### config.mk
export PLATFORM = sky130hd
export DESIGN_NAME = membrane_accum
export DESIGN_NICKNAME = d
export VERILOG_FILES = /design/src/rtl/membrane_accum.sv
export SDC_FILE = /design/constraint.sdc
export NUM_CORES = 1
export LEC_CHECK = 0
export CORE_UTILIZATION = 39
export CTS_BUF_LIST = sky130_fd_sc_hd__clkbuf_8 sky130_fd_sc_hd__clkbuf_16
export DETAILED_ROUTE_END_ITERATION = 10
export DONT_BUFFER_PORTS = 1
export GPL_TIMING_DRIVEN = 0
export SYNTH_ARGS = -nofsm -noshare
export SYNTH_HDL_FRONTEND = slang
export SYNTH_SLANG_ARGS = --single-unit
### constraint.sdc
create_clock -name clk -period 2.7 [get_ports clk]
set_clock_uncertainty 0.15 [all_clocks]
set_input_delay 0.135 -clock clk [delete_from_list [all_inputs] [get_ports clk]]
set_output_delay 0.135 -clock clk [all_outputs]
set_load 0.05 [all_outputs]
### src/rtl/membrane_accum.sv
// Membrane-potential accumulator: sums partial sums onto a per-neuron residue, sends the potential
// downstream and stores the returned residue. Optional leak on the first beat: `define MEMBRANE_LEAK_EN.
module membrane_accum #(
  parameter int unsigned WIDTH       = 8,
  parameter int unsigned PSUM_WIDTH  = 8,
  parameter int unsigned NUM_NEURONS = 4,
  parameter int unsigned IDX_W       = (NUM_NEURONS > 1) ? $clog2(NUM_NEURONS) : 1,
  parameter int unsigned LEAK        = 1
) (
  input  logic                  clk,
  input  logic                  rst_n,
  input  logic                  psum_valid,
  output logic                  psum_ready,
  input  logic [PSUM_WIDTH-1:0] psum_data,
  input  logic [IDX_W-1:0]      psum_idx,
  input  logic                  psum_last,
  output logic                  pot_valid,
  input  logic                  pot_ready,
  output logic [WIDTH-1:0]      pot_data,
  output logic [IDX_W-1:0]      pot_idx,
  input  logic                  res_valid,
  output logic                  res_ready,
  input  logic [WIDTH-1:0]      res_data,
  output logic                  idx_err,
  output logic                  busy
);

  localparam int unsigned SUM_W = WIDTH + 1;

  typedef enum logic [1:0] {IDLE, ACCUM, SEND, WAIT_RES} state_e;

  state_e           state_q, state_d;
  logic [WIDTH-1:0] acc_q, acc_d;
  logic [IDX_W-1:0] cur_idx_q, cur_idx_d;
  logic [WIDTH-1:0] res_q [NUM_NEURONS];
  logic [WIDTH-1:0] res_d [NUM_NEURONS];
  logic             psum_ready_q, psum_ready_d;
  logic             pot_valid_q, pot_valid_d;
  logic             res_ready_q, res_ready_d;
  logic             idx_err_q, idx_err_d;
  logic             busy_q, busy_d;

  logic             psum_hs;
  logic             idx_ok;
  logic [WIDTH-1:0] res_sel;
  logic [WIDTH-1:0] base;

  function automatic logic [WIDTH-1:0] sat_add(input logic [WIDTH-1:0] a,
                                               input logic [PSUM_WIDTH-1:0] p);
    logic [SUM_W-1:0] s;
    s = SUM_W'(a) + SUM_W'(p);
    return s[WIDTH] ? {WIDTH{1'b1}} : s[WIDTH-1:0];
  endfunction

  assign psum_hs = psum_valid && psum_ready_q;
  assign idx_ok  = 32'(psum_idx) < NUM_NEURONS;

  // Starting value for the first beat of a neuron
  always_comb begin
    res_sel = '0;
    if (idx_ok) res_sel = res_q[psum_idx];
`ifdef MEMBRANE_LEAK_EN
    base = (res_sel > WIDTH'(LEAK)) ? res_sel - WIDTH'(LEAK) : '0;
`else
    base = res_sel;
`endif
  end

`ifndef MEMBRANE_LEAK_EN
  logic unused_leak;
  assign unused_leak = ^WIDTH'(LEAK);
`endif

  always_comb begin
    state_d   = state_q;
    acc_d     = acc_q;
    cur_idx_d = cur_idx_q;
    res_d     = res_q;
    idx_err_d = idx_err_q;
    case (state_q)
      IDLE: begin
        if (psum_hs) begin
          if (!idx_ok) begin
            idx_err_d = 1'b1;
          end else begin
            cur_idx_d = psum_idx;
            acc_d     = sat_add(base, psum_data);
            state_d   = psum_last ? SEND : ACCUM;
          end
        end
      end
      ACCUM: begin
        if (psum_hs) begin
          if (psum_idx != cur_idx_q) begin
            idx_err_d = 1'b1;
          end else begin
            acc_d = sat_add(acc_q, psum_data);
            if (psum_last) state_d = SEND;
          end
        end
      end
      SEND: begin
        if (pot_valid_q && pot_ready) state_d = WAIT_RES;
      end
      WAIT_RES: begin
        if (res_valid && res_ready_q) begin
          res_d[cur_idx_q] = res_data;
          state_d          = IDLE;
        end
      end
      default: state_d = IDLE;
    endcase
    // Handshake flags are registered from the next state so they line up with state_q
    psum_ready_d = (state_d == IDLE) || (state_d == ACCUM);
    pot_valid_d  = (state_d == SEND);
    res_ready_d  = (state_d == WAIT_RES);
    busy_d       = (state_d != IDLE);
  end

  always_ff @(posedge clk or negedge rst_n) begin
    if (!rst_n) begin
      state_q      <= IDLE;
      acc_q        <= '0;
      cur_idx_q    <= '0;
      psum_ready_q <= 1'b0;
      pot_valid_q  <= 1'b0;
      res_ready_q  <= 1'b0;
      idx_err_q    <= 1'b0;
      busy_q       <= 1'b0;
      for (int i = 0; i < int'(NUM_NEURONS); i++) res_q[i] <= '0;
    end else begin
      state_q      <= state_d;
      acc_q        <= acc_d;
      cur_idx_q    <= cur_idx_d;
      psum_ready_q <= psum_ready_d;
      pot_valid_q  <= pot_valid_d;
      res_ready_q  <= res_ready_d;
      idx_err_q    <= idx_err_d;
      busy_q       <= busy_d;
      res_q        <= res_d;
    end
  end

  assign psum_ready = psum_ready_q;
  assign pot_valid  = pot_valid_q;
  assign pot_data   = acc_q;
  assign pot_idx    = cur_idx_q;
  assign res_ready  = res_ready_q;
  assign idx_err    = idx_err_q;
  assign busy       = busy_q;

endmodule

==> flow_summary.json <==
{
  "run_status": "completed",
  "drt_pass1_iterations": 4,
  "cts.clk_slew.worst_paths_ns": 0.10,
  "gr-usage-met3_pct": 3.70,
  "rows": 30,
  "pin_count": 39,
  "final.setup.worst_slack_ns": 0.129,
  "tightest_slew_ns": 0.566,
  "initial_util_pct": 41.1,
  "postSynth.asyncResetShare_pct": 100,
  "cp_max_delay_cell": "dfrtp_2",
  "clock_tree_from_tritoncts": "done",
  "syn-cell-area_um2": 2840,
  "design_area_um2": 3260,
  "synth_enable_flop_cells": 0,
  "die_w_um": 87.3,
  "yosys_warnings": 0,
  "crit_path_end_kind": "flop",
  "ant_nets": 0,
  "finish.cell_count_without_fillers": 359,
  "cpPeakStageDelay_ns": 0.54,
  "finalSetupViolations": 0,
  "fin_total_pwr_mw": 3.63,
  "leakagePower_nw": 1.51,
  "postSynthNetCount": 282,
  "worst_supply_voltage_drop_on_vdd_mv": 0.391,
  "critical_path.startpoint_type": "flop",
  "timing.final.max_slew_violations": 0,
  "switchingPower_mw": 1.62,
  "vertical_die_dimension_um": 87.3,
  "utilization_after_layout_pct": 47.2,
  "synthDominantCellAreaShare_pct": 43.2,
  "cts_buffer_depth": 2,
  "detailedRoute.firstIterationViolations": 91,
  "worst_skew_pair.late_latency_ns": 0.31,
  "worst-path-max-fanout": 3,
  "power.internal_mw": 2.01,
  "met2_usage_pct": 25.7,
  "power.share.clock_pct": 12.9,
  "hold_violations": 0,
  "clock.fmax_mhz": 389,
  "gp_congestion": 0.772,
  "first_global_vias": 1958,
  "dp_slack_ns": -0.0512,
  "required_ns": 2.74,
  "grt_setup_unrepaired": "no",
  "grt_first_pass_wirelength_um": 9580,
  "global_route.usage.total_pct": 16.5,
  "period_minus_slack_ns": 2.57,
  "relative_max_transition_margin_pct": 62.2,
  "finalSetupTns_ns": 0,
  "routed-via-count": 1911,
  "timing.hold.ws_ns": 0.0220,
  "synth_top_area_cell": "dfrtp_1",
  "postRouteWirelength_um": 5670,
  "combinationalPowerShare_pct": 43.0,
  "cts_root_buf": "clkbuf_8",
  "timing.critical_path.cells": "ha_1, fa_1, a21o_1, a221oi_4, mux2_2, o22ai_1, a21oi_1",
  "powerDensity_nw_per_um2": 1110,
  "drc": 0,
  "ys_dominant_reg_cell": "dfrtp_1",
  "layout.cells.most_common_list": "48 x dfrtp_1, 35 x mux2_2, 18 x nand2_1",
  "cp_data_arrival_time_ns": 2.61,
  "die_area_um2": 7630,
  "cts_htree_levels": 2,
  "largest_net_degree_at_the_start_of_global_routing": 50,
  "cts_inserted_buffers": 5,
  "count_of_different_cell_masters_after_synthesis": 46,
  "crit_type": "reg -> reg",
  "final_layout_size_suffix_gt1_share_pct": 27.8,
  "synth.top_cells.by_area": "dfrtp_1 43%, mux2_2 14%, ha_1 7.0%",
  "synthToLayoutAreaGrowth_pct": 14.7,
  "post_place_instance_area_um2": 2960,
  "dp_hpwl_um": 4160,
  "swShare_pct": 44.5,
  "floorplan.core_area_um2": 6910,
  "grt.met1_usage_pct": 22.6,
  "overall_overflow_remaining_after_global_route": 0,
  "io_buffer_count": 0,
  "antenna_found_initial": 0,
  "clkSinkCount": 49,
  "avgViaCountPerCell": 5.32,
  "max-cap-violations": 0,
  "fin_crit_sh_pct": 95.2,
  "synthesis.area_per_instance_um2": 11.8,
  "grt-busiest-layer": "met2",
  "seq_power_share_pct": 44.1,
  "wl_per_cell_um": 15.8,
  "num_antenna_cells": 0,
  "worst-r2r-setup-slack_ns": 0.13,
  "leading_cell_type_in_the_layout_fill_and_taps_excluded": "dfrtp_1",
  "synth.ff_latch_count": 49,
  "placedCellCount": 336,
  "finish.net_count": 304,
  "worst_hold_check_path_type": "in -> reg",
  "synth.yosys.seq_area_share_pct": 43.2,
  "post_synth_inst_count": 240
}
==> sequential cells by signal, indices dropped and copies added (netlist names) <==
signal	cells
res_ready	1
pot_data	8
pot_idx	2
psum_ready	1
res_q	32
busy	1
state_q	2
idx_err	1
pot_valid	1
==> final timing paths <==
check	from	to	cells after the start
worst max register to register	pot_data[0]$_DFFE_PN0P_	pot_data[6]$_DFFE_PN0P_	7
worst min register to register	res_q[11]$_DFFE_PN0P_	res_q[11]$_DFFE_PN0P_	1
max in group asynchronous	rst_n	pot_data[0]$_DFFE_PN0P_	2
worst max-delay path	pot_data[0]$_DFFE_PN0P_	pot_data[6]$_DFFE_PN0P_	7
min in group asynchronous	rst_n	res_q[13]$_DFFE_PN0P_	2
worst min-delay path	psum_last	psum_ready$_DFF_PN0_	2
==> critical path: cells and delay by family (launching register included) <==
kind | cells | cell delay (ns)
muxes | 1 | 0.37
AOI/OAI and AO/OA | 4 | 0.69
DFF | 1 | 0.54
adders and majority gates | 2 | 0.69
==> layer usage <==
layer	vias to the layer above	part of all wire [%]
met5	-	0
met4	0	1.1
met3	5	3.3
met2	25	48
met1	932	48
li1	949	-
==> Yosys cell counts, types with 2 or more instances <==
master,n
xnor2_1,2
o21ai_1,3
fa_1,2
mux4_2,8
ha_1,16
mux2_2,35
o21bai_1,2
a211oi_1,2
nand3b_1,2
inv_1,6
buf_4,2
o22ai_1,7
nor2_1,11
a21oi_1,9
mux2i_1,2
nand3_1,5
buf_2,4
and3_1,4
nand2_1,18
or3_1,2
a21o_1,4
o21ai_0,9
dfrtp_1,49
xor2_1,5
nor3_1,5
nand2b_1,5
o31ai_1,2
==> final cells by class <==
type | count | area [µm²]
fill | 643 | 3650
sequential | 49 | 1230
inverter | 6 | 22.5
timing repair buffer | 15 | 165
clock inverter | 3 | 28.8
buffer | 6 | 35.0
clock buffer | 5 | 68.8
multi-input combinational | 179 | 1590
tap | 96 | 120
==> power groups by stage <==
stage               clock [mW]  sequential (mW)  combinational, mW
finish                   0.468             1.60               1.56
global route             0.518             1.65               1.75
CTS                      0.488             1.60               1.50
detailed placement           0             1.62               1.45
global placement             0             1.60               1.43
floorplan                    0             1.55               1.23
==> logic make-up (layout without fill, tap and decap cells) <==
logic type	Yosys count	count (layout)	share of synthesized area, %
simple gates	60	60	11.8
fa+ha+maj	18	18	8.46
buf+inv	12	35	2.03
xor+xnor	7	7	2.16
flops	49	49	43.2
compound gates	49	49	11.5
mux	45	45	20.9
==> what timing repair did <==
| action | CTS | global route |
|---|---|---|
| resized for setup | 2 | 6 |
| setup buffers | 0 | 1 |
| hold buffers | 14 | 0 |
| pin swaps | 0 | 1 |
| hold endpoints to repair | 84 | 0 |
| endpoints found under the setup margin | 5 | 7 |
(Power assumes the default switching activity.)
